==> src/rtl/riscv_lsu_if.sv <==
// Data-memory bus between the load/store unit (master) and data memory (slave).
// Single outstanding request: req/gnt handshake followed by an rvalid response.
interface riscv_lsu_if #(
  parameter int ADDR_WIDTH = 32
);
  logic                  o_mem_req;
  logic                  o_mem_wr_en;
  logic [ADDR_WIDTH-1:0] o_mem_addr;
  logic [3:0]            o_mem_byte_en;
  logic [31:0]           o_mem_wdata;
  logic                  i_mem_gnt;
  logic                  i_mem_rvalid;
  logic [31:0]           i_mem_rdata;

  modport master (
    output o_mem_req, o_mem_wr_en, o_mem_addr, o_mem_byte_en, o_mem_wdata,
    input  i_mem_gnt, i_mem_rvalid, i_mem_rdata
  );

  modport slave (
    input  o_mem_req, o_mem_wr_en, o_mem_addr, o_mem_byte_en, o_mem_wdata,
    output i_mem_gnt, i_mem_rvalid, i_mem_rdata
  );
endinterface

==> src/rtl/riscv_lsu.sv <==
// Load/store unit: one word-aligned bus access per core request, with lane alignment and load extension.
// Optional bus timeout abort is enabled by defining RISCV_LSU_TIMEOUT_EN.
module riscv_lsu #(
  parameter int ADDR_WIDTH     = 32,
  parameter int TIMEOUT_CYCLES = 255
) (
  input  logic                  i_clk,
  input  logic                  i_rstn,
  input  logic                  i_lsu_req,
  input  logic                  i_lsu_wr_en,
  input  logic [2:0]            i_lsu_funct3,
  input  logic [ADDR_WIDTH-1:0] i_lsu_addr,
  input  logic [31:0]           i_lsu_wdata,
  output logic [31:0]           o_lsu_rdata,
  output logic                  o_lsu_done,
  output logic                  o_lsu_stall,
  output logic                  o_lsu_misalign,
  output logic                  o_lsu_fault,
  riscv_lsu_if.master           mem_bus
);

  localparam logic [1:0] S_IDLE = 2'd0;
  localparam logic [1:0] S_REQ  = 2'd1;
  localparam logic [1:0] S_WAIT = 2'd2;
  localparam logic [1:0] S_DONE = 2'd3;

  // Reserved funct3 codes fall through to word behaviour in every helper.
  function automatic logic is_misaligned(input logic [2:0] f3, input logic [1:0] off);
    case (f3)
      3'b000, 3'b100: is_misaligned = 1'b0;
      3'b001, 3'b101: is_misaligned = off[0];
      default:        is_misaligned = (off != 2'b00);
    endcase
  endfunction

  function automatic logic [3:0] store_be(input logic [2:0] f3, input logic [1:0] off);
    case (f3)
      3'b000, 3'b100: store_be = 4'b0001 << off;
      3'b001, 3'b101: store_be = 4'b0011 << off;
      default:        store_be = 4'b1111;
    endcase
  endfunction

  function automatic logic [31:0] store_data(input logic [2:0] f3, input logic [31:0] d);
    case (f3)
      3'b000, 3'b100: store_data = {4{d[7:0]}};
      3'b001, 3'b101: store_data = {2{d[15:0]}};
      default:        store_data = d;
    endcase
  endfunction

  function automatic logic [31:0] load_extract(input logic [2:0] f3, input logic [1:0] off,
                                               input logic [31:0] word);
    logic [31:0] sh;
    sh = word >> {off, 3'b000};
    case (f3)
      3'b000:  load_extract = {{24{sh[7]}}, sh[7:0]};
      3'b100:  load_extract = {24'h0, sh[7:0]};
      3'b001:  load_extract = {{16{sh[15]}}, sh[15:0]};
      3'b101:  load_extract = {16'h0, sh[15:0]};
      default: load_extract = word;
    endcase
  endfunction

  logic [1:0]            state_q, state_d;
  logic [ADDR_WIDTH-1:0] addr_q, addr_d;
  logic                  wr_en_q, wr_en_d;
  logic [3:0]            be_q, be_d;
  logic [31:0]           wdata_q, wdata_d;
  logic [1:0]            off_q, off_d;
  logic [2:0]            f3_q, f3_d;
  logic [31:0]           rdata_q, rdata_d;
  logic                  misalign_q, misalign_d;

`ifdef RISCV_LSU_TIMEOUT_EN
  localparam int CNT_W = ($clog2(TIMEOUT_CYCLES + 1) > 8) ? $clog2(TIMEOUT_CYCLES + 1) : 8;
  localparam logic [CNT_W-1:0] CNT_LIMIT = CNT_W'(TIMEOUT_CYCLES);
  logic [CNT_W-1:0] cnt_q, cnt_d;
  logic             fault_q, fault_d;
`else
  logic unused_timeout;
  assign unused_timeout = (TIMEOUT_CYCLES != 0);
`endif

  always_comb begin
    state_d    = state_q;
    addr_d     = addr_q;
    wr_en_d    = wr_en_q;
    be_d       = be_q;
    wdata_d    = wdata_q;
    off_d      = off_q;
    f3_d       = f3_q;
    rdata_d    = rdata_q;
    misalign_d = misalign_q;
`ifdef RISCV_LSU_TIMEOUT_EN
    cnt_d      = cnt_q;
    fault_d    = fault_q;
`endif
    case (state_q)
      S_IDLE: begin
        if (i_lsu_req) begin
          if (is_misaligned(i_lsu_funct3, i_lsu_addr[1:0])) begin
            misalign_d = 1'b1;
            rdata_d    = 32'h0;
            state_d    = S_DONE;
          end else begin
            addr_d  = {i_lsu_addr[ADDR_WIDTH-1:2], 2'b00};
            wr_en_d = i_lsu_wr_en;
            be_d    = i_lsu_wr_en ? store_be(i_lsu_funct3, i_lsu_addr[1:0]) : 4'b1111;
            wdata_d = store_data(i_lsu_funct3, i_lsu_wdata);
            off_d   = i_lsu_addr[1:0];
            f3_d    = i_lsu_funct3;
            state_d = S_REQ;
`ifdef RISCV_LSU_TIMEOUT_EN
            cnt_d   = '0;
`endif
          end
        end
      end
      S_REQ: begin
        if (mem_bus.i_mem_gnt) state_d = S_WAIT;
      end
      S_WAIT: begin
        if (mem_bus.i_mem_rvalid) begin
          if (!wr_en_q) rdata_d = load_extract(f3_q, off_q, mem_bus.i_mem_rdata);
          state_d = S_DONE;
        end
      end
      default: begin
        state_d    = S_IDLE;
        misalign_d = 1'b0;
`ifdef RISCV_LSU_TIMEOUT_EN
        fault_d    = 1'b0;
`endif
      end
    endcase
`ifdef RISCV_LSU_TIMEOUT_EN
    // A response arriving on the limit cycle still completes the access normally.
    if (state_q == S_REQ || state_q == S_WAIT) begin
      cnt_d = cnt_q + 1'b1;
      if (state_d != S_DONE && cnt_d >= CNT_LIMIT) begin
        state_d = S_DONE;
        fault_d = 1'b1;
        rdata_d = 32'h0;
      end
    end
`endif
  end

  always_ff @(posedge i_clk or negedge i_rstn) begin
    if (!i_rstn) begin
      state_q    <= S_IDLE;
      addr_q     <= '0;
      wr_en_q    <= 1'b0;
      be_q       <= 4'h0;
      wdata_q    <= 32'h0;
      off_q      <= 2'b00;
      f3_q       <= 3'b000;
      rdata_q    <= 32'h0;
      misalign_q <= 1'b0;
`ifdef RISCV_LSU_TIMEOUT_EN
      cnt_q      <= '0;
      fault_q    <= 1'b0;
`endif
    end else begin
      state_q    <= state_d;
      addr_q     <= addr_d;
      wr_en_q    <= wr_en_d;
      be_q       <= be_d;
      wdata_q    <= wdata_d;
      off_q      <= off_d;
      f3_q       <= f3_d;
      rdata_q    <= rdata_d;
      misalign_q <= misalign_d;
`ifdef RISCV_LSU_TIMEOUT_EN
      cnt_q      <= cnt_d;
      fault_q    <= fault_d;
`endif
    end
  end

  assign mem_bus.o_mem_req     = (state_q == S_REQ);
  assign mem_bus.o_mem_wr_en   = wr_en_q;
  assign mem_bus.o_mem_addr    = addr_q;
  assign mem_bus.o_mem_byte_en = be_q;
  assign mem_bus.o_mem_wdata   = wdata_q;

  assign o_lsu_rdata    = rdata_q;
  assign o_lsu_done     = (state_q == S_DONE);
  assign o_lsu_misalign = misalign_q;
  assign o_lsu_stall    = ((state_q == S_IDLE) && i_lsu_req) ||
                          (state_q == S_REQ) || (state_q == S_WAIT);
`ifdef RISCV_LSU_TIMEOUT_EN
  assign o_lsu_fault    = fault_q;
`else
  assign o_lsu_fault    = 1'b0;
`endif

endmodule
==> src/flat_wrapper.sv <==
// flat-port wrapper written by rule: the top's interface ports become plain ports
module riscv_lsu_flat 
#(
  parameter int ADDR_WIDTH     = 32,
  parameter int TIMEOUT_CYCLES = 255
)
  (i_clk, i_rstn, i_lsu_req, i_lsu_wr_en, i_lsu_funct3, i_lsu_addr, i_lsu_wdata, o_lsu_rdata, o_lsu_done, o_lsu_stall, o_lsu_misalign, o_lsu_fault, mem_bus_o_mem_req, mem_bus_o_mem_wr_en, mem_bus_o_mem_addr, mem_bus_o_mem_byte_en, mem_bus_o_mem_wdata, mem_bus_i_mem_gnt, mem_bus_i_mem_rvalid, mem_bus_i_mem_rdata);
  riscv_lsu_if #(.ADDR_WIDTH(ADDR_WIDTH)) mem_bus_i ();
  input  logic i_clk;
  input  logic i_rstn;
  input  logic i_lsu_req;
  input  logic i_lsu_wr_en;
  input  logic [2:0] i_lsu_funct3;
  input  logic [ADDR_WIDTH-1:0] i_lsu_addr;
  input  logic [31:0] i_lsu_wdata;
  output logic [31:0] o_lsu_rdata;
  output logic o_lsu_done;
  output logic o_lsu_stall;
  output logic o_lsu_misalign;
  output logic o_lsu_fault;
  output wire logic [$bits(mem_bus_i.o_mem_req)-1:0] mem_bus_o_mem_req;
  output wire logic [$bits(mem_bus_i.o_mem_wr_en)-1:0] mem_bus_o_mem_wr_en;
  output wire logic [$bits(mem_bus_i.o_mem_addr)-1:0] mem_bus_o_mem_addr;
  output wire logic [$bits(mem_bus_i.o_mem_byte_en)-1:0] mem_bus_o_mem_byte_en;
  output wire logic [$bits(mem_bus_i.o_mem_wdata)-1:0] mem_bus_o_mem_wdata;
  input wire logic [$bits(mem_bus_i.i_mem_gnt)-1:0] mem_bus_i_mem_gnt;
  input wire logic [$bits(mem_bus_i.i_mem_rvalid)-1:0] mem_bus_i_mem_rvalid;
  input wire logic [$bits(mem_bus_i.i_mem_rdata)-1:0] mem_bus_i_mem_rdata;
  assign mem_bus_o_mem_req = mem_bus_i.o_mem_req;
  assign mem_bus_o_mem_wr_en = mem_bus_i.o_mem_wr_en;
  assign mem_bus_o_mem_addr = mem_bus_i.o_mem_addr;
  assign mem_bus_o_mem_byte_en = mem_bus_i.o_mem_byte_en;
  assign mem_bus_o_mem_wdata = mem_bus_i.o_mem_wdata;
  assign mem_bus_i.i_mem_gnt = mem_bus_i_mem_gnt;
  assign mem_bus_i.i_mem_rvalid = mem_bus_i_mem_rvalid;
  assign mem_bus_i.i_mem_rdata = mem_bus_i_mem_rdata;
  riscv_lsu #(.ADDR_WIDTH(ADDR_WIDTH), .TIMEOUT_CYCLES(TIMEOUT_CYCLES)) u_core (.i_clk(i_clk), .i_rstn(i_rstn), .i_lsu_req(i_lsu_req), .i_lsu_wr_en(i_lsu_wr_en), .i_lsu_funct3(i_lsu_funct3), .i_lsu_addr(i_lsu_addr), .i_lsu_wdata(i_lsu_wdata), .o_lsu_rdata(o_lsu_rdata), .o_lsu_done(o_lsu_done), .o_lsu_stall(o_lsu_stall), .o_lsu_misalign(o_lsu_misalign), .o_lsu_fault(o_lsu_fault), .mem_bus(mem_bus_i));
endmodule
==> config.mk <==
export PLATFORM = sky130hd
export DESIGN_NAME = riscv_lsu_flat
export DESIGN_NICKNAME = d
export VERILOG_FILES = /design/src/rtl/riscv_lsu_if.sv /design/src/rtl/riscv_lsu.sv /design/src/flat_wrapper.sv
export SDC_FILE = /design/constraint.sdc
export NUM_CORES = 1
export LEC_CHECK = 0
export CAP_MARGIN = 20
export CORE_ASPECT_RATIO = 0.5
export CORE_MARGIN = 10
export CORE_UTILIZATION = 45
export DETAILED_ROUTE_END_ITERATION = 6
export HOLD_SLACK_MARGIN = 0.12
export PLACE_DENSITY = 0.87
export SLEW_MARGIN = 20
export SYNTH_ARGS = -nofsm -noshare
export SYNTH_HDL_FRONTEND = slang
export SYNTH_SLANG_ARGS = --single-unit
==> constraint.sdc <==
create_clock -name i_clk -period 5 [get_ports i_clk]
set_input_delay 1 -clock i_clk [delete_from_list [all_inputs] [get_ports i_clk]]
set_output_delay 1 -clock i_clk [all_outputs]
set_load 0.01 [all_outputs]
=== Yosys cells after proc, flatten, opt, wreduce, memory -nomap -nowiden ===
Cells that the tools add are included.

* Register bits after elaboration: 107
* Output and inout port bits: 106
* Word-level logic and storage cells: 63

* Equal/unequal tests: 14
* Shift-type cells: 3
* Multiplexer cells: 20
* Bitwise operators: 2
* Reduce and logical (&&, ||, !) cells: 15

{| class="wikitable"
|+ Operator list
! kind !! count
|-
| $mux 32 || 4
|-
| $pmux 32 s2 || 2
|-
| $pmux 32 s4 || 1
|-
| $shr 32x5->16 || 1
|-
| $eq 3x3->1 const B || 4
|-
| $reduce_and 3->1 || 3
|-
| $mux 2 || 4
|-
| $pmux 4 s2 || 1
|-
| $eq 3x1->1 const B || 2
|-
| $logic_not 3->1 || 2
|-
| $ne 2x2->1 const B || 3
|-
| $pmux 2 s3 || 1
|-
| $reduce_or 2->1 || 3
|-
| $reduce_and 5->1 || 1
|-
| $eq 2x2->1 const B || 2
|-
| $mux 1 || 4
|-
| $mux 4 || 1
|-
| $ne 2x1->1 const B || 2
|-
| $pmux 1 s2 || 2
|-
| $reduce_bool 2->1 || 2
|-
| $shl 1x2->4 const A || 1
|-
| $shl 2x2->4 const A || 1
|-
| $eq 2x1->1 const B || 1
|-
| $logic_not 2->1 || 1
|-
| 3 further kinds || 5
|}

=== Depth between registers and ports, before layout ===
Gate-level depths: netlist of run 1.

* Word-level depth: 8
* Mapped depth: 8

=== Worst setup path after synthesis of run 1 ===
Ideal clock, no wire load.

* Path kind: register to output
* Start point: reg u_core.state_q[0]
* End point: out o_lsu_stall
* Arrival time: 1.388 ns
* Required time: 4.000 ns
* Slack: 2.612 ns
* Stages on the path, launching flop included: 6
* Path buffers: 2
* Cells stage by stage: dfrtp_1 -> inv_1 -> ha_1 -> clkbuf_1 -> clkbuf_1 -> a211o_1

* Longest elaborated chain between the ends: 4
* Elaborated cells on any way between the ends: 6
* Classes of those cells: eq/ne: 2; reduce/logical: 4

{| class="wikitable"
|+ Ends and longest elaborated chain
! what !! line !! text
|-
| start, declared || riscv_lsu.sv:65 || <nowiki>logic [1:0] state_q, state_d;</nowiki>
|-
| start signal, assigned || riscv_lsu.sv:166 || <nowiki>state_q <= state_d;</nowiki>
|-
| $logic_not 2->1 || riscv_lsu.sv:191 || <nowiki>assign o_lsu_stall = ((state_q == S_IDLE) && i_lsu_req) ||</nowiki>
|-
| $logic_and 1x1->1 || riscv_lsu.sv:191 ||
|-
| $logic_or 1x1->1 || riscv_lsu.sv:191 ||
|-
| $logic_or 1x1->1 * || riscv_lsu.sv:192 || <nowiki>(state_q == S_REQ) || (state_q == S_WAIT);</nowiki>
|-
| end, declared || flat_wrapper.sv:18 || <nowiki>output logic o_lsu_stall;</nowiki>
|}

Mark *: on every way between the ends. The rest lies on a longest branch, timed or not.

=== Final worst setup path of run 1 ===
* Start point: in i_lsu_req
* End point: out o_lsu_stall

* Longest elaborated chain between the ends: 3

{| class="wikitable"
|+ Ends and longest elaborated chain
! what !! line !! text
|-
| start, declared || flat_wrapper.sv:11 || <nowiki>input logic i_lsu_req;</nowiki>
|-
| $logic_and 1x1->1 || riscv_lsu.sv:191 ||
|-
| $logic_or 1x1->1 || riscv_lsu.sv:191 ||
|-
| $logic_or 1x1->1 || riscv_lsu.sv:192 ||
|}

Every way passes these cells.

==> flow_summary.json, run 1 <==
{
  "run_status": "finished clean",
  "yosys.area.top_type": "sky130_fd_sc_hd__dfrtp_1",
  "detailedRoute.firstIterationViolations": 364,
  "grt_util_all_layers_pct": 19.24,
  "global_placer_s_final_weighted_congestion": 0.8608,
  "synth_cell_type_count": 45,
  "portBuffers": 207,
  "worst-slew-pin-transition_ps": 951.0,
  "timing_hold_violations_final": 0,
  "cp_max_fo": 5,
  "grt_pass1_wl_um": 26330,
  "finClkSkew_ps": 11.80,
  "drc_viols": 0,
  "worst_hold_slack_ps": 474.2,
  "finalCriticalPeriod_ps": 3281,
  "hpwl_um": 12700,
  "synth_sequential_area_ratio_pct": 50.92,
  "synth-edff-count": 0,
  "largest_net_degree_at_the_start_of_global_routing": 94,
  "initial_standard_cell_utilization_of_the_core_pct": 46.89,
  "cts.clk_slew.worst_paths_ps": 70,
  "maxCapViolCount": 0,
  "vias_in_the_first_global_route": 4795,
  "timing.final.setup_violations": 0,
  "synth_warnings": 0,
  "viasPerCell": 5.333,
  "cts_setup_buffers": 0,
  "switching_share_pct": 38.65,
  "cts.repair.resized": 0,
  "dominantRegCellSynth": "sky130_fd_sc_hd__dfrtp_1",
  "cts_num_sinks": 107,
  "yosys-top-cells-area": "sky130_fd_sc_hd__dfrtp_1, sky130_fd_sc_hd__nand2_1, sky130_fd_sc_hd__mux2i_1",
  "start_kind": "primary input",
  "syn_area_per_cell_um2": 9.596,
  "power.clock.fraction_pct": 16.0,
  "detailed_route_via_count": 4784,
  "share_seq_of_total_power_pct": 34.5,
  "cts_tree": "yes",
  "report.final.slew_viol_count": 0,
  "fin_setup_tns_ps": 0,
  "maxSlewHeadroom_pct": 36.36,
  "dieWidth_um": 172.9,
  "clock_latency_ps": 340,
  "n_antenna_cell": 0,
  "count_leader_synth": "sky130_fd_sc_hd__nand2_1",
  "design.die.area_um2": 16670,
  "final_nets": 842,
  "floorplan.rows": 27,
  "post-route-period-util_pct": 65.61,
  "fmaxAchievable_mhz": 304.8,
  "final_layout_size_suffix_gt1_share_pct": 5.691,
  "critical_path.endpoint_type": "primary output",
  "synth_top_area_share_pct": 50.92,
  "worst-endpoint-arrival_ps": 2280,
  "design.portCount": 211,
  "antenna_left": 0,
  "leakage_nw": 3.450,
  "detailedRoute.firstPassIterationCount": 5,
  "syn_to_final_growth_pct": 45.99,
  "grt_antenna_before_repair": 0,
  "synth-seq-cells": 107,
  "placeableCoreArea_um2": 11220,
  "async_reset_ff_share_pct": 100.0,
  "die_y_um": 96.44,
  "cts-htree-levels": 3,
  "pwr-share-comb_pct": 49.5,
  "number_of_buffers_added_to_fix_hold_violations_after_cts": 0,
  "multi_input_gate_area_um2": 2345,
  "regArea_um2": 2679,
  "cells_after_synth": 548,
  "final.setup.worst_slack_ps": 1719,
  "overflow": 0,
  "syn_std_cell_area_um2": 5259,
  "number_of_filler_cells_placed_in_the_layout": 888,
  "pwr_density_cell_nw_per_um2": 586.4,
  "power.switching_mw": 1.740,
  "p_int_mw": 2.762,
  "cts.root.buffer_cell": "sky130_fd_sc_hd__clkbuf_16",
  "routedWlPerCell_um": 18.91,
  "worst_hold_path_type": "reg -> reg",
  "cp_data_required_time_ps": 4000,
  "synthTopCellsByCount": "sky130_fd_sc_hd__nand2_1, sky130_fd_sc_hd__dfrtp_1, sky130_fd_sc_hd__o21ai_0, sky130_fd_sc_hd__mux2i_1, sky130_fd_sc_hd__o2bb2ai_1",
  "grt_setup_unrepaired": "no",
  "path_class": "in -> out",
  "cts_inserted_buffers": 9,
  "clock_tree_buf_depth": 2,
  "worst_ir_drop_vdd_v": 0.0002962,
  "postRouteWirelength_um": 16960,
  "detailedPlace.worstSlack_ps": 1487
}
==> worst max-delay path: stages <==
cell	delay (ps)
sky130_fd_sc_hd__clkdlybuf4s50_1	480
sky130_fd_sc_hd__a211o_1	320
sky130_fd_sc_hd__clkdlybuf4s50_1	480
==> layout by cell type, fill, tap and decap left out, types with 9 or more instances in the layout <==
| cell type | synthesis | final |
|---|---|---|
| sky130_fd_sc_hd__o2bb2ai_1 | 18 | 18 |
| sky130_fd_sc_hd__nand2_1 | 161 | 161 |
| sky130_fd_sc_hd__a22oi_2 | 10 | 10 |
| sky130_fd_sc_hd__a21oi_1 | 11 | 11 |
| sky130_fd_sc_hd__dfrtp_1 | 107 | 106 |
| sky130_fd_sc_hd__mux2i_1 | 35 | 35 |
| sky130_fd_sc_hd__clkbuf_16 | 0 | 9 |
| sky130_fd_sc_hd__inv_1 | 10 | 10 |
| sky130_fd_sc_hd__clkdlybuf4s50_1 | 0 | 206 |
| sky130_fd_sc_hd__o21ai_0 | 52 | 52 |
| sky130_fd_sc_hd__nor2_1 | 16 | 16 |
==> per-stage QoR <==
step	area, um2	std cells	total power, mW	utilization (%)
2_1_floorplan	5266	550	2.678	-
3_3_place_gp	7373	881	3.728	65.74
3_5_place_dp	7373	881	3.801	65.74
4_1_cts	7676	897	4.533	68.44
5_1_grt	7677	897	4.781	68.45
6_report	7677	897	4.502	68.45
==> worst paths after layout <==
kind                                                              end  cells past startpoint  slack, ps                                       from
setup / recovery                                          o_lsu_stall                      3       1720                                  i_lsu_req
hold / removal              u_core.mem_bus.o_mem_addr[15]$_DFFE_PN0P_                      2        470  u_core.mem_bus.o_mem_addr[15]$_DFFE_PN0P_
setup reg to reg                   u_core.o_lsu_rdata[15]$_DFFE_PN0P_                      6       2010              u_core.state_q[0]$_DFFE_PN0P_
hold reg to reg             u_core.mem_bus.o_mem_addr[15]$_DFFE_PN0P_                      2        470  u_core.mem_bus.o_mem_addr[15]$_DFFE_PN0P_
max in group asynchronous                  u_core.f3_q[1]$_DFFE_PN0P_                      2       3170                                     i_rstn
min in group asynchronous  u_core.mem_bus.o_mem_wdata[29]$_DFFE_PN0P_                      1        760                                     i_rstn
==> power by group through the flow <==
stage	combinational (mW)	sequential, mW	clock (mW)
after floorplan	1.05	1.63	0
after global placement	2.19	1.54	0
after detailed placement	2.24	1.56	0
after CTS	2.25	1.55	0.733
after global routing	2.41	1.61	0.764
final	2.23	1.56	0.720
==> cell families (layout without fill, tap and decap cells) <==
group                    count (synthesis)  in the layout  share of synthesized area [%]
AND/OR/NAND/NOR                        206            206                          16.18
AO/OA/AOI/OAI                          142            142                          19.94
flip-flops                             107            107                          50.92
buffers and inverters                   51            239                          4.639
multiplexers                            37             37                          7.304
adder cells (fa/ha/maj)                  4              4                         0.9517
other                                    1              3                        0.07131
==> layout make-up <==
class / count / share of cell area, %
clock buffers: 9 / 2.934
repair buffers: 213 / 27.54
clock inverters: 7 / 1.010
well taps: 159 / 2.591
flip-flops and latches: 107 / 34.89
inverters: 10 / 0.4889
multi-input cells: 392 / 30.54
==> state kept, by name (all words and copies together), names as in the netlist <==
| register | flops |
|---|---|
| u_core.f3_q | 3 |
| u_core.mem_bus.o_mem_addr | 30 |
| u_core.mem_bus.o_mem_byte_en | 4 |
| u_core.mem_bus.o_mem_wdata | 32 |
| u_core.mem_bus.o_mem_wr_en | 1 |
| u_core.o_lsu_misalign | 1 |
| u_core.o_lsu_rdata | 32 |
| u_core.off_q | 2 |
| u_core.state_q | 2 |
==> layer usage <==
metal	GRT usage, %	share of wire [%]
met1	22.89	41
met2	35.56	53
met3	4.412	5.6
met4	4.348	1.0
met5	0	0
Power figures use the tool's default switching activity.
==> run 2, diff against run 1 <==
CORE_UTILIZATION = 44   (was 45)
PLACE_DENSITY = 0.85   (was 0.87)
clock period = 3.2 ns   (was 5 ns; I/O delays follow)
==> run 2 against run 1 <==
Net effect: sequential power increased by 56%; core utilization decreased by 2.2 points; sequential cell count unchanged; critical path type is now reg -> out.
==> flow_summary.json, run 2 (synthesized netlist as in run 1, its figures left out) <==
{
  "cts.root.buffer_cell": "sky130_fd_sc_hd__clkbuf_16",
  "r2r.worst_path.cells": 6,
  "clock_latency_ps": 340,
  "final_cell_mix": "sky130_fd_sc_hd__clkdlybuf4s50_1, sky130_fd_sc_hd__nand2_1, sky130_fd_sc_hd__dfrtp_1",
  "portBuffers": 207,
  "r2r_slack_ps": 510,
  "placeableCoreArea_um2": 11740,
  "leakage_nw": 3.498,
  "detailed_route_via_count": 4778,
  "drc_viols": 0,
  "die_y_um": 97.31,
  "timing_hold_violations_final": 0,
  "vias_in_the_first_global_route": 4902,
  "design.die.area_um2": 16990,
  "cts_num_sinks": 107,
  "dieWidth_um": 174.6,
  "number_of_buffers_added_to_fix_hold_violations_after_cts": 0,
  "finClkSkew_ps": 4.853,
  "maxSlewHeadroom_pct": 33.34,
  "finalCriticalPeriod_ps": 2863,
  "reg2reg_from": "u_core.state_q[0]$_DFFE_PN0P_",
  "grt_pass1_wl_um": 27000,
  "syn_to_final_growth_pct": 47.78,
  "regArea_um2": 2679,
  "final_layout_size_suffix_gt1_share_pct": 5.946,
  "antenna_left": 0,
  "worstReg2RegEnd": "u_core.o_lsu_rdata[25]$_DFFE_PN0P_",
  "report.final.slew_viol_count": 0,
  "critical_path.endpoint_type": "primary output",
  "postRouteWirelength_um": 16960,
  "worst-slew-pin-transition_ps": 996.1,
  "timing.final.setup_violations": 0,
  "cts_setup_buffers": 0,
  "largest_net_degree_at_the_start_of_global_routing": 108,
  "detailedRoute.firstIterationViolations": 373,
  "overflow": 0,
  "cts_tree": "yes",
  "n_antenna_cell": 0,
  "viasPerCell": 5.280,
  "layout.cells.most_common": "sky130_fd_sc_hd__clkdlybuf4s50_1",
  "worst_hold_path_type": "in -> async",
  "worst_ir_drop_vdd_v": 0.0003822,
  "run_status": "finished clean",
  "grt_antenna_before_repair": 0,
  "finalNonFillerCells": 905,
  "design.portCount": 211,
  "cts.repair.resized": 0,
  "grt_setup_unrepaired": "no",
  "hpwl_um": 12710,
  "placed_cells": 889,
  "cp_data_required_time_ps": 2560,
  "maxCapViolCount": 0,
  "worst-endpoint-arrival_ps": 2220,
  "start_kind": "register",
  "fmaxAchievable_mhz": 349.3,
  "final_nets": 844,
  "global_placer_s_final_weighted_congestion": 0.8451,
  "cp_max_fo": 21,
  "multi_input_gate_area_um2": 2345,
  "initial_standard_cell_utilization_of_the_core_pct": 44.81,
  "cts-htree-levels": 3,
  "fin_setup_tns_ps": 0,
  "worstSetupStartpoint": "u_core.state_q[0]$_DFFE_PN0P_",
  "number_of_filler_cells_placed_in_the_layout": 941,
  "routedWlPerCell_um": 18.74,
  "post-route-period-util_pct": 89.45,
  "cts.clk_slew.worst_paths_ps": 70,
  "floorplan.rows": 28,
  "grt_util_all_layers_pct": 19.58,
  "detailedRoute.firstPassIterationCount": 4,
  "clock_tree_buf_depth": 2,
  "path_class": "reg -> out",
  "cts_inserted_buffers": 9,
  "pwr_density_cell_nw_per_um2": 928.7
}
==> run 2: how the worst max path moves through the flow <==
stage	slack, ps	end	cells after the start
final	340	o_lsu_stall	4
after global placement	630	o_lsu_stall	3
after CTS	330	o_lsu_stall	4
after floorplan	1170	o_lsu_stall	5
after global routing	250	o_lsu_stall	4
after detailed placement	580	u_core.o_lsu_rdata[26]$_DFFE_PN0P_	6
==> run 2: final cells by class <==
class                   count  share of cell area, %
clock buffers               9                  2.898
clock inverters             7                  1.594
inverters                  10                 0.4830
multi-input cells         392                  30.17
flip-flops and latches    107                  34.47
well taps                 165                  2.657
repair buffers            215                  27.73
==> run 2: power by group <==
group	switching, mW	internal, mW	total [mW]
combinational	1.72	1.78	3.50
clock	0.519	0.772	1.29
sequential	0.478	1.95	2.43
total	2.72	4.50	7.22
==> run 2: worst max-delay path, cell delays in order (launching register included) <==
cell,delay [ps]
sky130_fd_sc_hd__dfrtp_1,400
sky130_fd_sc_hd__inv_1,110
sky130_fd_sc_hd__ha_1,660
sky130_fd_sc_hd__a211o_1,180
sky130_fd_sc_hd__clkdlybuf4s50_1,540
==> run 2: stage by stage <==
stage          instance area [um2]  hold WS [ps]  setup slack [ps]  power (mW)  util [%]
2_1_floorplan                 5266         344.4              1172       4.184         -
3_3_place_gp                  7421         457.2             626.6       5.857     63.23
3_5_place_dp                  7421         461.2             578.1       5.958     63.23
4_1_cts                       7770         399.2             330.4       7.280     66.20
5_1_grt                       7771         414.3             247.3       7.689     66.22
6_report                      7771         326.0             337.4       7.218     66.22
==> run 2: layer usage <==
layer  track usage, %  part of all wire [%]  routed length, um
met3            4.538                   4.8                816
met4            5.570                   1.8                303
met1            22.92                    41               6945
met2            35.10                    52               8893
met5                0                     0                  0
==> patch (config.mk and constraints of run 2) <==
`ADDR_WIDTH` is set to 32 in 3 places; all go to 48.
--- a/src/rtl/riscv_lsu_if.sv
+++ b/src/rtl/riscv_lsu_if.sv
@@ -2,5 +2,5 @@
 // Single outstanding request: req/gnt handshake followed by an rvalid response.
 interface riscv_lsu_if #(
-  parameter int ADDR_WIDTH = 32
+  parameter int ADDR_WIDTH = 48
 );
   logic                  o_mem_req;
--- a/src/rtl/riscv_lsu.sv
+++ b/src/rtl/riscv_lsu.sv
@@ -2,5 +2,5 @@
 // Optional bus timeout abort is enabled by defining RISCV_LSU_TIMEOUT_EN.
 module riscv_lsu #(
-  parameter int ADDR_WIDTH     = 32,
+  parameter int ADDR_WIDTH     = 48,
   parameter int TIMEOUT_CYCLES = 255
 ) (
--- a/src/flat_wrapper.sv
+++ b/src/flat_wrapper.sv
@@ -2,5 +2,5 @@
 module riscv_lsu_flat 
 #(
-  parameter int ADDR_WIDTH     = 32,
+  parameter int ADDR_WIDTH     = 48,
   parameter int TIMEOUT_CYCLES = 255
 )
Ports: changed (resized i_lsu_addr and mem_bus_o_mem_addr); port bits go from 211 to 243. The function was not compared with the original's and may differ.
==> patch against run 2 <==
Sequential cell count grew 16. Setup slack improved by 0.17 ns. Final cell count increased by 14%. Final area grew 15%. Via count is 12% higher. Hold slack got worse by 0.0056 ns. Global-route usage is 0.72 points higher. Total power increased by 20%. Synthesized area increased by 11%. Wire length is 15% higher. Highest routed layer unchanged.
==> patch: results (changes against run 2) <==
logic_synthesis:
  ys.flop_type: "dfrtp_1"
  synth_compound_area_frac: 0.180  # -0.0198
  synthTopCellsByCount: "214 x nand2_1, 123 x dfrtp_1, 51 x o21ai_0"
  synth_fa_ha_area_frac: 0.00854  # -0.000977
  muxShareOfSynthArea: 0.0636  # -0.00942
  synth-xor-area-share: 0  # unchanged
  synth.distinct_cells: 48  # +6.7%
  ys_seq_area_frac: 0.525  # +0.0160
  synth.area.top_cells: "dfrtp_1 53%, nand2_1 14%, mux2i_1 6.0%"
  async_flop_share: 1.00  # unchanged
clocking:
  h-tree-depth: 4  # +1
  cts_buffer_depth: 2  # unchanged
  insertion_delay_ns: 0.41  # +0.07 ns
  cts-buffers-inserted: 17  # +8
  cts_resized: 0  # unchanged
  cts_setup_buffers: 0  # unchanged
  clkTransAtPathRegs_ns: 0.06
  root_buffer: "clkbuf_16"
route:
  num_vias: 5359  # +12%
  first_pass_iters: 5  # +1
  drt-total-wl_microns: 19500  # +15%
  first_iter_violations: 404  # +8.3%
placement:
  place_congestion: 0.928  # +9.8%
  pre_cts_ws_ns: 0.561  # -0.0167 ns
  port_buffers: 239  # +15%
  hpwlAfterDp_microns: 14400  # +13%
final_layout:
  fillers: 987  # +4.9%
  antenna_cells: 0  # unchanged
  nets: 970  # +15%
  drive_gt1_frac: 0.0758  # +0.0163
timing:
  timing.setup.tns_ns: 0  # unchanged
  relSlewSlack: 0.310  # -0.0235
  skew_ns: 0.0116  # +0.00674 ns
power:
  leakage_nw: 4.10  # +17%
  irDropWorstVdd_v: 0.000423  # +11%
setup_path:
  crit_path_max_fanout: 9  # -57%
  crit_slowest_cell: "clkdlybuf4s50_1"
  cp_slowest_stage_delay_ns: 0.53  # -0.13 ns
  critical_path.top_delay_family: "buffers and inverters"
  cp.arrival_ns: 2.05  # -0.17 ns
run_status:
  status: "completed"
grt:
  grt_antenna_before_repair: 0  # unchanged
  grt_max_degree: 110  # +1.9%
  grt_pass1_wl_microns: 30200  # +12%
  grt_usage: 0.203  # +0.00719
worst_hold_path:
  worstHoldPathType: "input port to async pin"
## patch: stage by stage
step	hold slack, ns	cells	cell area, sq um
after floorplan	0.344	620	5870
after global placement	0.457	996	8370
after detailed placement	0.461	996	8370
after CTS	0.348	1028	8970
after global routing	0.373	1028	8970
final	0.320	1028	8970
## patch: final timing paths
kind	startpoint	to	slack, ns	cells after the start
hold / removal	i_rstn	u_core.mem_bus.o_mem_wdata[20]$_DFFE_PN0P_	0.32	1
max in group asynchronous	i_rstn	u_core.o_lsu_rdata[10]$_DFFE_PN0P_	2.15	2
setup / recovery	u_core.state_q[0]$_DFFE_PN0P_	o_lsu_stall	0.51	4
setup reg to reg	u_core.state_q[0]$_DFFE_PN0P_	u_core.o_lsu_rdata[28]$_DFFE_PN0P_	0.79	6
hold reg to reg	u_core.mem_bus.o_mem_byte_en[0]$_DFFE_PN0P_	u_core.mem_bus.o_mem_byte_en[0]$_DFFE_PN0P_	0.47	2
min in group i_clk	u_core.mem_bus.o_mem_byte_en[0]$_DFFE_PN0P_	u_core.mem_bus.o_mem_byte_en[0]$_DFFE_PN0P_	0.47	2
## patch: kinds of logic after synthesis
kind of cell,count (synthesis)
AND/OR/NAND/NOR,259
AO/OA/AOI/OAI,141
flip-flops,123
buffers and inverters,54
multiplexers,36
adder cells (fa/ha/maj),4
other,1
## patch: area by class of cell
class / count / area share
tap: 170 / 0.0237
multi-input combinational: 443 / 0.284
inverter: 10 / 0.00418
sequential: 123 / 0.343
timing repair buffer: 250 / 0.278
clock buffer: 17 / 0.0474
clock inverter: 15 / 0.0195
## patch: power breakdown
group / switching (mW) / leakage [nW] / internal, mW
Sequential: 0.467 / 1.56 / 2.25
Clock: 0.729 / 0.285 / 1.22
Combinational: 2.00 / 2.25 / 2.00
## patch: routing by layer
| layer | GRT usage | part of all wire | vias up |
|---|---|---|---|
| met1 | 0.228 | 0.40 | 2597 |
| met3 | 0.0475 | 0.052 | 25 |
| met5 | 0 | 0 | - |
| li1 | - | - | 2569 |
| met2 | 0.377 | 0.53 | 168 |
| met4 | 0.0663 | 0.016 | 0 |
